**config.mk**
```make
export PLATFORM = sky130hd
export DESIGN_NAME = stream_dec_avg
export DESIGN_NICKNAME = d
export VERILOG_FILES = /design/src/rtl/stream_dec_pkg.sv /design/src/rtl/stream_out_reg.sv /design/src/rtl/stream_dec_avg.sv
export SDC_FILE = /design/constraint.sdc
export NUM_CORES = 1
export LEC_CHECK = 0
export ABC_CLOCK_PERIOD_IN_PS = 4700
export BUFFER_PORTS_ARGS = -buffer_cell sky130_fd_sc_hd__buf_2
export CORE_MARGIN = 8
export CORE_UTILIZATION = 25
export CTS_CLUSTER_DIAMETER = 50
export CTS_CLUSTER_SIZE = 12
export DETAILED_ROUTE_END_ITERATION = 7
export GPL_TIMING_DRIVEN = 0
export SYNTH_ARGS = -nofsm -noshare
export SYNTH_HDL_FRONTEND = slang
export SYNTH_HIERARCHICAL = 1
export SYNTH_SLANG_ARGS = --single-unit
```
**constraint.sdc**
```tcl
create_clock -name clk -period 4.7 [get_ports clk]
set_clock_uncertainty 0.05 [all_clocks]
set_input_delay 0.47 -clock clk [delete_from_list [all_inputs] [get_ports clk]]
set_output_delay 0.47 -clock clk [all_outputs]
set_load 0.005 [all_outputs]
```
**src/rtl/stream_dec_pkg.sv**
```systemverilog
// Shared definitions for the stream decimator/averager: mode encodings and output clamp/wrap helper.
// Build option: STREAM_DEC_AVG_SATURATE_EN selects saturation instead of wrap in sat_trunc.
package stream_dec_pkg;

    localparam logic MODE_PICK = 1'b0;
    localparam logic MODE_AVG  = 1'b1;

    // Reduce a signed value to 'width' bits, returned sign-extended to 64 bits.
    function automatic logic signed [63:0] sat_trunc(input logic signed [63:0] value,
                                                     input int width);
`ifdef STREAM_DEC_AVG_SATURATE_EN
        logic signed [63:0] hi;
        logic signed [63:0] lo;
        hi = (64'sd1 <<< (width - 1)) - 64'sd1;
        lo = -hi - 64'sd1;
        if (value > hi) return hi;
        if (value < lo) return lo;
        return value;
`else
        return (value <<< (64 - width)) >>> (64 - width);
`endif
    endfunction

endpackage

```
**src/rtl/stream_out_reg.sv**
```systemverilog
// One-deep AXI-Stream output register; upstream may push whenever the slot is empty or draining.
module stream_out_reg #(
    parameter int WIDTH = 16
) (
    input  logic             clk,
    input  logic             reset,
    input  logic             load,
    input  logic [WIDTH-1:0] load_data,
    output logic             in_ready,
    output logic [WIDTH-1:0] tdata,
    output logic             tvalid,
    input  logic             tready
);

    // load is only legal while in_ready is high, so tdata never changes under a stalled beat.
    assign in_ready = !tvalid || tready;

    always_ff @(posedge clk) begin
        if (reset) begin
            tvalid <= 1'b0;
            tdata  <= '0;
        end else if (load) begin
            tvalid <= 1'b1;
            tdata  <= load_data;
        end else if (tready) begin
            tvalid <= 1'b0;
        end
    end

endmodule

```
**src/rtl/stream_dec_avg.sv**
```systemverilog
// Runtime-factor decimator for a signed AXI-Stream: pick first sample or average (sum >>> shift).
// Build option: STREAM_DEC_AVG_SATURATE_EN clamps average results instead of wrapping.
module stream_dec_avg
    import stream_dec_pkg::*;
#(
    parameter int DATA_WIDTH  = 16,
    parameter int DEC_WIDTH   = 16,
    parameter int ACC_WIDTH   = DATA_WIDTH + DEC_WIDTH,
    parameter int SHIFT_WIDTH = 6
) (
    input  logic                   clk,
    input  logic                   reset,
    input  logic [DEC_WIDTH-1:0]   dec,
    input  logic                   mode,
    input  logic [SHIFT_WIDTH-1:0] shift,
    input  logic [DATA_WIDTH-1:0]  stream_i_tdata,
    input  logic                   stream_i_tvalid,
    output logic                   stream_i_tready,
    output logic [DATA_WIDTH-1:0]  stream_o_tdata,
    output logic                   stream_o_tvalid,
    input  logic                   stream_o_tready
);

    logic [DEC_WIDTH-1:0]          counter;
    logic [DEC_WIDTH-1:0]          dec_l;
    logic                          mode_l;
    logic [SHIFT_WIDTH-1:0]        shift_l;
    logic signed [ACC_WIDTH-1:0]   acc;

    logic                          xfer;
    logic                          start;
    logic                          block_end;
    logic [DEC_WIDTH-1:0]          dec_eff;
    logic                          mode_eff;
    logic [SHIFT_WIDTH-1:0]        shift_eff;
    logic signed [ACC_WIDTH-1:0]   sample_ext;
    logic signed [ACC_WIDTH-1:0]   acc_next;
    logic signed [ACC_WIDTH-1:0]   shifted;
    logic signed [63:0]            shifted_64;
    logic [DATA_WIDTH-1:0]         result;

    // On the block-start beat the fresh port values apply; otherwise the latched ones do.
    always_comb begin
        xfer       = stream_i_tvalid && stream_i_tready;
        start      = (counter == '0);
        dec_eff    = start ? ((dec == '0) ? DEC_WIDTH'(1) : dec) : dec_l;
        mode_eff   = start ? mode : mode_l;
        shift_eff  = start ? shift : shift_l;
        sample_ext = {{(ACC_WIDTH-DATA_WIDTH){stream_i_tdata[DATA_WIDTH-1]}}, stream_i_tdata};
        if (start)
            acc_next = sample_ext;
        else if (mode_l == MODE_AVG)
            acc_next = acc + sample_ext;
        else
            acc_next = acc;
        shifted    = acc_next >>> shift_eff;
        shifted_64 = {{(64-ACC_WIDTH){shifted[ACC_WIDTH-1]}}, shifted};
        if (mode_eff == MODE_AVG)
            result = DATA_WIDTH'(sat_trunc(shifted_64, DATA_WIDTH));
        else
            result = acc_next[DATA_WIDTH-1:0];
        block_end  = xfer && (counter == dec_eff - DEC_WIDTH'(1));
    end

    always_ff @(posedge clk) begin
        if (reset) begin
            counter <= '0;
            acc     <= '0;
            dec_l   <= DEC_WIDTH'(1);
            mode_l  <= MODE_PICK;
            shift_l <= '0;
        end else if (xfer) begin
            if (start) begin
                dec_l   <= dec_eff;
                mode_l  <= mode;
                shift_l <= shift;
            end
            acc     <= acc_next;
            counter <= block_end ? '0 : counter + DEC_WIDTH'(1);
        end
    end

    stream_out_reg #(
        .WIDTH(DATA_WIDTH)
    ) u_out_reg (
        .clk      (clk),
        .reset    (reset),
        .load     (block_end),
        .load_data(result),
        .in_ready (stream_i_tready),
        .tdata    (stream_o_tdata),
        .tvalid   (stream_o_tvalid),
        .tready   (stream_o_tready)
    );

endmodule

```
# --- Word-level counts from Yosys, hierarchy flattened ---
# Index checks and enable logic that the tools add are counted.
classes:
  add_sub_neg: 3
  eq_ne: 1
  shifts: 1
  n_mux: 10
  reduce_logical: 8
ops:
  columns: ["cell", "count"]
  rows:
  - ["$mux W16", 4]
  - ["$mux W32", 2]
  - ["$add A32 B16 Y32", 1]
  - ["$logic_not A16 Y1", 2]
  - ["$sshr A32 B6 Y16", 1]
  - ["$add A16 B1 Y16 const B", 1]
  - ["$eq A16 B16 Y1", 1]
  - ["$sub A16 B1 Y16 const B", 1]
  - ["$mux W6", 1]
  - ["$mux W1", 3]
  - ["$logic_and A1 B1 Y1", 2]
  - ["$reduce_and A2 Y1", 1]
  - ["$reduce_bool A2 Y1", 1]
  - ["$logic_not A1 Y1", 1]
  - ["$logic_or A1 B1 Y1", 1]
word_totals:
  register_bits: 88
  in_bits: 43
  elab_cells: 30

# --- Longest topological paths before layout ---
# Gate-level depths: netlist of run 1.
depth:
  ltp_word: 7
  mapped_depth: 26

# --- Cells and area by module ---
# The synthesis of run 1 kept the hierarchy.
modules_own_cells:
  columns: ["mod", "n_inst", "cells_per_inst", "area_each_um2"]
  rows:
  - ["stream_dec_avg", 1, 1297, 8926.1]
  - ["stream_out_reg", 1, 56, 616.8]

# --- Least setup slack after synthesis of run 1 ---
# Ideal clock, no wire load.
synth_path:
  kind: "reg2reg"
  from: "reg counter[0]"
  to: "reg u_out_reg.tdata[4]"
  setup_ps: 117
  arrival_ps: 4569
  setup_slack_ps: -36
  path_stages_with_launch: 27
  path_buffers: 10
  cell_sequence: "dfxtp_1 inv_1 ha_1 nor4b_4 and4_1 buf_6 buf_6 buf_12 buf_12 buf_6 buf_4 buf_2 buf_2 mux2i_1 ha_1 inv_1 a211oi_1 o2111ai_1 nor3_1 xnor2_1 a211oi_1 o2111ai_1 a211oi_2 buf_6 buf_12 mux2i_1 nor2_1"
synth_between:
  elab_chain_len: 5
synth_lines:
  columns: ["item", "line_no", "rtl"]
  rows:
  - ["from (decl)", "stream_dec_avg.sv:24", "logic [DEC_WIDTH-1:0] counter;"]
  - ["from (signal assigned)", "stream_dec_avg.sv:79", "counter <= block_end ? '0 : counter + DEC_WIDTH'(1);"]
  - ["$logic_not A16 Y1", "stream_dec_avg.sv:45", "start = (counter == '0);"]
  - ["$mux W16", "stream_dec_avg.sv:46", "dec_eff = start ? ((dec == '0) ? DEC_WIDTH'(1) : dec) : dec_l;"]
  - ["$sub A16 B1 Y16", "stream_dec_avg.sv:62", "block_end = xfer && (counter == dec_eff - DEC_WIDTH'(1));"]
  - ["$eq A16 B16 Y1 *", "stream_dec_avg.sv:62", null]
  - ["$logic_and A1 B1 Y1 *", "stream_dec_avg.sv:62", null]
  - ["named net block_end", "stream_dec_avg.sv:32", "logic block_end;"]
  - ["to (signal assigned)", "stream_out_reg.sv:24", "tdata <= load_data;"]
  - ["to (decl)", "stream_out_reg.sv:10", "output logic [WIDTH-1:0] tdata,"]
# Mark *: on every way through the listed nets, which the timed path passes. The rest lies on a longest branch.
# A chain may end at the register's enable or synchronous reset.

# --- Worst setup path after layout of run 1 ---
layout_path:
  from: "reg mode_l"
  to: "reg u_out_reg.tdata[13]"
layout_between:
  elab_chain_len: 4
layout_lines:
  columns: ["item", "line_no", "rtl"]
  rows:
  - ["from (decl)", "stream_dec_avg.sv:26", "logic mode_l;"]
  - ["from (signal assigned)", "stream_dec_avg.sv:75", "mode_l <= mode;"]
  - ["$mux W32", "stream_dec_avg.sv:52", "else if (mode_l == MODE_AVG)"]
  - ["$mux W32", "stream_dec_avg.sv:50", "if (start)"]
  - ["$sshr A32 B6 Y16", "stream_dec_avg.sv:56", "shifted = acc_next >>> shift_eff;"]
  - ["$mux W16 *", "stream_dec_avg.sv:58", "if (mode_eff == MODE_AVG)"]
  - ["named net result[13]", "stream_dec_avg.sv:40", "logic [DATA_WIDTH-1:0] result;"]
# Marks and branches as above.

==> metrics.csv, run 1 <==
stage,metric,value,unit
outcome,status,completed,
die,Cell Rows,71,
setup_path,WP data arrival,4880,ps
setup_path,R2R depth,13,
setup_path,reg2reg end,u_out_reg/tdata[13]$_SDFFE_PP0P_,
global_routing,GRT Resource Usage Total,19.0,%
global_routing,vias in the first global route,10740,
die,Core ar.,0.0377,mm²
synth,largest area contributor in the netlist,dfxtp_1,
setup_path,CP startpoint kind,flop,
synth,#FFs+latches synth,88,
run,Max-Cap Viols,0,
die,Ports,61,
global_routing,initial antenna violation count,6,
synth,top-count cell post-synth,nand2_1,
synth,share of Yosys cell area claimed by the top area cell type,18.5,%
finish,share of layout cells above drive strength 1,13.5,%
synth,"Primary FF master, synth",dfxtp_1,
detailed_routing,DRT Pass-1 Iters,7,
setup_path,Crit. End Element,flop,
clock_network,clock-pin slew on the worst setup and hold paths,70,ps
timing,Final Hold Viols,0,
setup_path,Critical Path RT,4960,ps
detailed_routing,final wirelength,43800,µm
global_routing,total grt overflow,0,
placement,Final GP Congestion,1.01,
global_routing,busiest grt layer,met2,
die,chip height,211,µm
die,Starting Density,25.3,%
setup_path,R2R setup slack,70,ps
clock_network,CTS buffer count,9,
global_routing,met2 GRT Util,30.3,%
clock_network,CTS sink count,88,
timing,RSZ-0062 raised after global routing,no,
timing,Slew @ Worst Pin,943,ps
placement,pre-CTS WS,-1230,ps
synth,Cell variety after synth,90,
die,die extent in x,211,µm
power_and_ir_drop,leakage,0.00421,µW
synth,Synth Instances,1353,
power_and_ir_drop,maximum VDD drop,0.173,mV
global_routing,global-route wire length before repair,65900,µm
timing,"Min Clock Period, post-route",4630,ps
setup_path,Critical Path End,u_out_reg/tdata[13]$_SDFFE_PP0P_,
clock_network,hold_buf cts,0,
placement,estimated wirelength of the detail-placed design,34200,µm
detailed_routing,DRC errors left,0,
placement,IO buf count,59,
setup_path,worst-path fanout max,10,
clock_network,clk_lat worst skew,370,ps
detailed_routing,drt initial violations,1514,
die,Die ar.,0.0447,mm²
synth,Synth area leaders,"dfxtp_1, nand2_1, nor2_1",
clock_network,H-tree depth,3,
timing,max_slew headroom,37.2,%
synth,number of synthesized flops with an enable pin,0,
timing,Finish-stage setup viols,0,
synth,"Avg Cell Area, Syn",7.05,µm²
synth,register area share after synthesis,18.5,%
clock_network,CTS tree,built,
setup_path,Setup CP Type,reg2reg,
timing,max frequency,216,MHz
power_and_ir_drop,pwr dens,295,mW/mm²
synth,Netlist Area Pre-Place,0.00954,mm²
synth,asr flop ratio synth,0,%
timing,final worst slack,72.5,ps
clock_network,Clock Root Buffer,clkbuf_16,
detailed_routing,Via density,5.89,
worst_hold_path,Hold Crit Class,in2reg,
detailed_routing,routed vias,11481,
finish,area grow syn2layout,15.9,%
finish,final net count,1510,
synth,most frequent cells after synthesis,"nand2_1, nor2_1, a21oi_1",
global_routing,largest net degree at the start of global routing,19,
setup_path,Worst Setup SP,mode_l$_SDFFE_PP0P_,
synth,warnings from Yosys,6,
detailed_routing,post-route ant nets,0,
timing,max-slew violation count,0,
global_routing,GR Util met1,24.3,%
global_routing,met3 Resource Use GR,3.43,%
finish,post-layout util,29.4,%
synth,syn nets,1431,
timing,Final period util,98.5,%
detailed_routing,wire per inst,22.5,µm
setup_path,worst reg2reg path startpoint,mode_l$_SDFFE_PP0P_,
clock_network,maximum clock path buffer count,2,
[through the flow]
step,TNS (ps),area (µm²),instances,total power [µW],hold slack [ps]
after floorplan,0,9550,1353,1830,386
after global placement,-35230,10500,1923,2310,395
after detailed placement,-36720,10500,1923,2310,408
after CTS,0,10900,1944,3190,304
after global routing,0,11100,1948,3400,327
final,0,11100,1949,3260,313
[flip-flops by register name (all words and copies together), names as in the netlist]
signal            cells
acc                  32
counter              16
dec_l                16
mode_l                1
shift_l               6
u_out_reg/tdata      16
u_out_reg/tvalid      1
[worst max-delay path, stage by stage, from the launching register on]
cell       delay, ps
dfxtp_1          450
clkbuf_1         520
buf_2            420
clkbuf_2         440
clkbuf_2         400
nand4_1          240
a31o_1           300
or2_0            230
mux2i_1          550
nor2_1            80
a2111oi_0        450
o32a_1           260
mux2i_1           90
nor2_1            90
[per-layer routing]
layer  share of wire, %  vias up
met5              0.094        -
met4                5.1        8
met1                 41     5446
li1                   -     5206
met3                8.7      141
met2                 45      680
[how the worst min path moves through the flow]
| stage | slack, ps | depth (start not counted) | from | endpoint |
|---|---|---|---|---|
| after CTS | 300 | 3 | dec[11] | dec_l[11]$_SDFFE_PP0P_ |
| after global placement | 400 | 2 | dec_l[2]$_SDFFE_PP0P_ | dec_l[2]$_SDFFE_PP0P_ |
| after detailed placement | 410 | 2 | dec_l[15]$_SDFFE_PP0P_ | dec_l[15]$_SDFFE_PP0P_ |
| after floorplan | 390 | 2 | dec_l[15]$_SDFFE_PP0P_ | dec_l[15]$_SDFFE_PP0P_ |
| after global routing | 330 | 3 | dec[11] | dec_l[11]$_SDFFE_PP0P_ |
| final | 310 | 3 | dec[11] | dec_l[11]$_SDFFE_PP0P_ |
[what timing repair did]
item | 4_1_cts | 5_1_grt
setup endpoints to repair | 33 | 33
gates resized for setup | 23 | 27
buffers inserted | 7 | 6
pin swaps | 7 | 9
[where the power goes]
| group | switching (µW) | internal [µW] |
|---|---|---|
| combinational | 1050 | 524 |
| clock | 373 | 490 |
| sequential | 40.3 | 784 |
| total | 1460 | 1800 |
[area by class of cell]
type | count | area (µm²)
Multi-Input combinational cell | 1151 | 7320
Antenna cell | 1 | 2.50
Timing Repair Buffer | 72 | 393
Fill cell | 4194 | 26600
Clock buffer | 10 | 239
Tap cell | 511 | 639
Inverter | 18 | 67.6
Sequential cell | 88 | 1760
Buffer | 92 | 536
Clock inverter | 6 | 97.6
[placed cells by master, fill, tap and decap left out, types with 9 or more instances in the layout]
cell / instances
nand2_1: 194
nor2_1: 172
a21oi_1: 121
dfxtp_1: 86
buf_2: 76
mux2i_1: 62
o21ai_0: 59
clkbuf_1: 53
nor3_1: 43
nand3_1: 37
ha_1: 33
nand4_1: 32
a211oi_1: 24
o211ai_1: 22
a31oi_1: 22
xor2_1: 21
xnor2_1: 20
a21o_1: 18
buf_4: 16
inv_1: 15
o21a_1: 14
and3_1: 12
or3_1: 12
mux2_2: 11
or2_2: 9
nand2b_1: 9
o21ai_1: 9
clkbuf_16: 9
[kinds of logic (layout without fill, tap and decap cells)]
family	after synthesis	count (layout)	share of synthesized area (%)
AOI/OAI and AO/OA	428	428	30.4
xor gates and xnor gates	43	43	4.09
adders and majority gates	35	35	4.67
buffers and inverters	114	198	6.06
DFF	88	88	18.5
muxes	80	80	9.16
other	0	1	0
and+or+nand+nor	565	565	27.2
No activity file was read; power rests on OpenSTA's default activity.
==> run 2: changes to the inputs <==
Settings changed: ABC_AREA from default to 1.
==> run 2 against run 1 <==
Critical path depth is 9 higher. Global-route usage is 3.1 points lower. Sequential power is 1% higher. Wire length is 19% lower. Utilization is 0.79 points lower.
==> metrics.csv, run 2 <==
stage,metric,value,unit
outcome,status,completed,
setup_path,R2R depth,22,
synth,register area share after synthesis,19.0,%
finish,share of layout cells above drive strength 1,8.91,%
setup_path,worst reg2reg path startpoint,counter[0]$_SDFFE_PP0P_,
setup_path,Crit path max-delay family,simple AND/OR/NAND/NOR gates,
timing,"Min Clock Period, post-route",3970,ps
power_and_ir_drop,pwr dens,306,mW/mm²
setup_path,reg2reg end,u_out_reg/tdata[4]$_SDFFE_PP0P_,
synth,Synth area leaders,"nand2_1, dfxtp_1, nand3_1",
synth,top-count cell post-synth,nand2_1,
clock_network,H-tree depth,3,
synth,"Avg Cell Area, Syn",5.53,µm²
clock_network,clock-pin slew on the worst setup and hold paths,80,ps
clock_network,CTS buffer count,9,
timing,Slew @ Worst Pin,910,ps
synth,warnings from Yosys,6,
synth,asr flop ratio synth,0,%
synth,Synth Instances,1675,
synth,Cell variety after synth,45,
die,Starting Density,25.3,%
setup_path,WP depth,22,
synth,Netlist Area Pre-Place,0.00927,mm²
setup_path,Critical Path End,u_out_reg/tdata[4]$_SDFFE_PP0P_,
global_routing,total grt overflow,0,
setup_path,CP startpoint kind,flop,
synth,most frequent cells after synthesis,"nand2_1, nand3_1, inv_1",
synth,"Primary FF master, synth",dfxtp_1,
setup_path,Worst Setup SP,counter[0]$_SDFFE_PP0P_,
finish,FILL cells,4144,
timing,max_slew headroom,38.7,%
timing,Final period util,84.5,%
finish,area grow syn2layout,12.9,%
global_routing,vias in the first global route,10327,
placement,estimated wirelength of the detail-placed design,29400,µm
clock_network,maximum clock path buffer count,2,
clock_network,clk_lat worst skew,360,ps
setup_path,most used cell along the critical path,nor2_1,
detailed_routing,drt initial violations,1126,
worst_hold_path,Hold Crit Class,in2reg,
die,Ports,61,
die,chip height,209,µm
power_and_ir_drop,leakage,0.00539,µW
detailed_routing,final wirelength,35600,µm
global_routing,GRT Resource Usage Total,15.8,%
global_routing,global-route wire length before repair,55900,µm
setup_path,Crit. End Element,flop,
detailed_routing,wire per inst,16.0,µm
synth,#FFs+latches synth,88,
power_and_ir_drop,maximum VDD drop,0.189,mV
power_and_ir_drop,total power draw,3200,µW
global_routing,largest net degree at the start of global routing,20,
die,Core ar.,0.0366,mm²
finish,Top reg by flops,acc,
global_routing,initial antenna violation count,1,
clock_network,post_cts resized,0,
worst_hold_path,Hold Path Cell Cnt,2,
clock_network,CTS sink count,88,
run,Max-Cap Viols,0,
timing,max frequency,252,MHz
timing,Final Hold Viols,0,
setup_path,critical path cell sequence,"inv_1, ha_1, nand3_1, nor2_1, nand2_2, buf_6, nand2_1, o21ai_4, ha_1, inv_1, xor2_1, or2_2, nand4_1, nor2_1, nand3_1, nor3_1, nand3_1, nor2_1, inv_2, buf_6, nor2_1, nor2_1",
die,Die ar.,0.0435,mm²
placement,IO buf count,60,
finish,post-layout util,28.6,%
placement,Final GP Congestion,0.969,
timing,RSZ-0062 raised after global routing,no,
detailed_routing,DRC errors left,0,
clock_network,setup bufs post-CTS,0,
finish,fin area,0.0105,mm²
detailed_routing,routed vias,11030,
finish,"commonest cells after routing, fill and taps aside","nand2_1, nand3_1, inv_1, nor2_1, a21oi_1",
placement,dpl cells,2203,
synth,largest area contributor in the netlist,nand2_1,
synth,share of Yosys cell area claimed by the top area cell type,19.6,%
synth,number of synthesized flops with an enable pin,0,
setup_path,worst-path fanout max,10,
synth,syn nets,1753,
timing,Sum Neg Setup Slack,0,ps
finish,"commonest non-fill, non-tap cell in the layout",nand2_1,
die,die extent in x,209,µm
finish,final net count,1824,
setup_path,WP data arrival,4190,ps
clock_network,CTS tree,built,
setup_path,critical path's slowest cell,nor2_1,
setup_path,WP buf/inv,5,
clock_network,hold_buf cts,0,
die,Cell Rows,70,
setup_path,R2R setup slack,730,ps
finish,Layout Cells excl Fill,2220,
detailed_routing,DRT Pass-1 Iters,6,
finish,max reg flops,32,
setup_path,max incr delay on CP,430,ps
timing,max-slew violation count,0,
placement,dpl cell area,0.0102,mm²
detailed_routing,post-route ant nets,0,
detailed_routing,Via density,4.97,
timing,Finish-stage setup viols,0,
setup_path,Critical Path RT,4920,ps
setup_path,Setup CP Type,reg2reg,
clock_network,Clock Root Buffer,clkbuf_16,
-- run 2: cell types whose count changed in the layout (fill, tap and decap cells not counted), moves of 16 or more --
cell      before  now
a211oi_1      24    1
a21o_1        18    0
a21oi_1      121   97
clkbuf_1      53   37
inv_1         15  220
mux2i_1       62    0
nand2_1      194  484
nand3_1       37  261
nor3_1        43    6
o21ai_0       59   78
-- run 2: cells by family (layout without fill, tap and decap cells) --
family	after synthesis	after routing	share of synthesized area [%]
flops	88	88	19.0
fa+ha+maj	35	35	4.80
other cells	0	1	0
buf+inv	301	377	12.9
xor+xnor	31	31	3.08
compound gates	234	234	14.2
simple gates	986	986	46.1
-- run 2: cell type report --
type | count | area (µm²) | area share (%)
multi-input cells | 1286 | 6310 | 60.3
flip-flops and latches | 88 | 1760 | 16.8
inverters | 235 | 882 | 8.43
well taps | 468 | 586 | 5.60
plain buffers | 66 | 314 | 3.00
repair buffers | 60 | 300 | 2.87
clock buffers | 9 | 225 | 2.15
clock inverters | 7 | 81.3 | 0.777
diodes | 1 | 2.50 | 0.0239
-- run 2: metal layers --
metal	up-vias	GRT usage [%]	wire, µm	part of all wire [%]
met5	-	0	0	0
li1	5580	-	-	-
met1	5021	21.3	16600	47
met3	45	2.65	2490	7.0
met2	384	25.4	15700	44
met4	0	5.13	787	2.2
-- run 2: worst min path at each step --
stage / start / endpoint / slack, ps
2_1_floorplan: shift_l[0]$_SDFFE_PP0P_ / shift_l[0]$_SDFFE_PP0P_ / 400
3_3_place_gp: shift_l[0]$_SDFFE_PP0P_ / shift_l[0]$_SDFFE_PP0P_ / 400
3_5_place_dp: shift_l[0]$_SDFFE_PP0P_ / shift_l[0]$_SDFFE_PP0P_ / 410
4_1_cts: reset / u_out_reg/tvalid$_SDFFE_PP0P_ / 250
5_1_grt: reset / u_out_reg/tvalid$_SDFFE_PP0P_ / 250
6_report: reset / u_out_reg/tvalid$_SDFFE_PP0P_ / 260
-- run 2: through the flow --
| step | hold slack, ps | setup WS [ps] |
|---|---|---|
| after CTS | 249 | 748 |
| after detailed placement | 407 | 771 |
| after global routing | 251 | 323 |
| after global placement | 405 | 797 |
| final | 264 | 730 |
| after floorplan | 395 | 1610 |
-- run 2: power breakdown --
group / switching [µW] / total, µW / internal [µW]
combinational: 1120 / 1610 / 494
clock: 373 / 754 / 381
sequential: 41.0 / 834 / 793
==> run 3: changes to the inputs <==
Settings changed: ABC_CLOCK_PERIOD_IN_PS 4700 to 3400.
Clock period 4.7 ns to 3.4 ns, I/O delays scaled along.
==> run 3 against run 2 <==
Die area unchanged. Flip-flop and latch count is the same. Maximum frequency is 21% higher. Critical path depth fell by 3. Sequential share of layout area decreased by 0.95 points. Worst hold slack got worse by 130 ps. Clock power grew 38%. Worst setup slack got worse by 600 ps. Sequential power grew 38%. Critical path type unchanged. Critical endpoint is now u_out_reg/tdata[7]$_SDFFE_PP0P_. Highest routed layer unchanged.
==> metrics.csv, run 3 (synthesized netlist as in run 2, its figures left out) <==
stage,metric,value,unit
power_and_ir_drop,maximum VDD drop,0.266,mV
power_and_ir_drop,pwr dens,415,mW/mm²
finish,fin area,0.0111,mm²
timing,Sum Neg Setup Slack,0,ps
clock_network,H-tree depth,3,
timing,final worst slack,128,ps
timing,Final Hold Viols,0,
clock_network,CTS sink count,88,
timing,max-slew violation count,0,
worst_hold_path,Hold Crit Class,in2reg,
placement,dpl cell area,0.0102,mm²
detailed_routing,Via density,4.98,
die,Starting Density,25.3,%
setup_path,CP startpoint kind,flop,
detailed_routing,routed vias,11206,
detailed_routing,final wirelength,36100,µm
timing,max_slew headroom,53.0,%
detailed_routing,DRT Pass-1 Iters,6,
finish,Top reg by flops,acc,
power_and_ir_drop,leakage,0.00564,µW
global_routing,total grt overflow,0,
power_and_ir_drop,clock share of power,22.6,%
finish,max reg flops,32,
clock_network,CTS buffer count,9,
finish,FILL cells,4098,
power_and_ir_drop,switching pwr,2200,µW
setup_path,Setup CP Type,reg2reg,
setup_path,max incr delay on CP,450,ps
finish,area grow syn2layout,19.9,%
setup_path,Critical Path RT,3660,ps
setup_path,most used cell along the critical path,nand3_1,
clock_network,CTS tree,built,
detailed_routing,drt initial violations,1081,
finish,"commonest non-fill, non-tap cell in the layout",nand2_1,
run,Max-Cap Viols,0,
power_and_ir_drop,P_int,2410,µW
finish,final net count,1853,
die,chip height,209,µm
placement,Final GP Congestion,0.969,
clock_network,maximum clock path buffer count,2,
setup_path,Crit. End Element,flop,
placement,pre-CTS WS,-529,ps
setup_path,WP buf/inv,5,
setup_path,WP data arrival,3530,ps
placement,estimated wirelength of the detail-placed design,29400,µm
timing,Final period util,96.2,%
power_and_ir_drop,total power draw,4610,µW
setup_path,worst-path fanout max,10,
die,Cell Rows,70,
detailed_routing,DRC errors left,0,
power_and_ir_drop,Sw Ratio,47.7,%
clock_network,clk_lat worst skew,360,ps
clock_network,clock-pin slew on the worst setup and hold paths,80,ps
outcome,status,completed,
finish,share of layout cells above drive strength 1,15.0,%
setup_path,critical path cell sequence,"inv_4, ha_4, nand3_4, nor2_4, nand2_4, buf_8, buf_4, buf_6, nor2_1, o21bai_1, clkbuf_1, nand3_1, nand3_1, nand3_1, nand2_1, nand2_1, a22oi_1, nor2_4, nor2_1",
die,Ports,61,
detailed_routing,post-route ant nets,0,
die,die extent in x,209,µm
power_and_ir_drop,Comb power frac,52.4,%
setup_path,R2R setup slack,130,ps
clock_network,Clock Root Buffer,clkbuf_16,
global_routing,global-route wire length before repair,56200,µm
placement,IO buf count,60,
timing,Finish-stage setup viols,0,
global_routing,initial antenna violation count,0,
timing,max frequency,306,MHz
global_routing,GRT Resource Usage Total,15.9,%
setup_path,critical path's slowest cell,clkbuf_1,
global_routing,largest net degree at the start of global routing,20,
power_and_ir_drop,Flop pwr share,25.0,%
timing,Slew @ Worst Pin,704,ps
finish,ANT cells,0,
die,Core ar.,0.0366,mm²
detailed_routing,wire per inst,16.0,µm
timing,RSZ-0062 raised after global routing,yes,
setup_path,Crit path max-delay family,simple AND/OR/NAND/NOR gates,
timing,"Min Clock Period, post-route",3270,ps
clock_network,hold_buf cts,0,
finish,"commonest cells after routing, fill and taps aside","nand2_1, nand3_1, inv_1, nor2_1, a21oi_1",
global_routing,vias in the first global route,10400,
die,Die ar.,0.0435,mm²
-- run 3: changes by cell type in the layout (fill, tap and decap cells not counted), moves of 5 or more --
cell,before,now
nor2_2,5,15
clkbuf_2,0,5
o21ai_2,3,11
nor2_4,2,8
nand3_1,261,246
o21ai_0,78,64
nor2_1,164,148
inv_1,220,214
nand3_2,4,17
nand2_2,6,16
buf_4,2,27
o21ai_1,7,12
nand2_1,484,471
-- run 3: worst paths after layout --
path / cells past startpoint / endpoint / from
setup / recovery: 19 / u_out_reg/tdata[7]$_SDFFE_PP0P_ / counter[1]$_SDFFE_PP0P_
hold / removal: 2 / u_out_reg/tvalid$_SDFFE_PP0P_ / reset
setup reg to reg: 19 / u_out_reg/tdata[7]$_SDFFE_PP0P_ / counter[1]$_SDFFE_PP0P_
hold reg to reg: 2 / shift_l[0]$_SDFFE_PP0P_ / shift_l[0]$_SDFFE_PP0P_
-- run 3: routing by layer --
| metal | global-route usage (%) | part of all wire (%) |
|---|---|---|
| met2 | 25.7 | 45 |
| met5 | 0 | 0 |
| met1 | 21.3 | 46 |
| met3 | 2.68 | 7.5 |
| met4 | 4.93 | 2.2 |
-- run 3: metrics by stage --
step                hold WS (ps)  instances  utilization [%]
floorplan                    352       1675                -
global placement             405       2203             27.7
detailed placement           407       2203             27.7
CTS                          119       2225             28.9
global route                 120       2248             30.4
finish                       131       2248             30.4
-- run 3: area by class of cell --
type | count | area, µm² | share of cell area (%)
clock buffers | 9 | 225 | 2.03
well taps | 468 | 586 | 5.27
multi-input cells | 1286 | 6660 | 59.9
inverters | 235 | 893 | 8.03
plain buffers | 66 | 350 | 3.15
clock inverters | 7 | 81.3 | 0.731
repair buffers | 89 | 557 | 5.01
flip-flops and latches | 88 | 1770 | 15.9
-- run 3: power by group through the flow --
stage          Sequential [µW]  Clock [µW]  Combinational, µW
2_1_floorplan             1150           0               1560
3_3_place_gp              1170           0               2160
3_5_place_dp              1170           0               2170
4_1_cts                   1150        1060               2210
5_1_grt                   1160        1100               2670
6_report                  1150        1040               2420
-- run 3: repair_timing --
| item | in CTS | in global routing |
|---|---|---|
| setup endpoints to repair | 17 | 27 |
| cloned | 0 | 3 |
| gates resized for setup | 20 | 109 |
| buffers inserted | 6 | 20 |
| pin swaps | 6 | 31 |
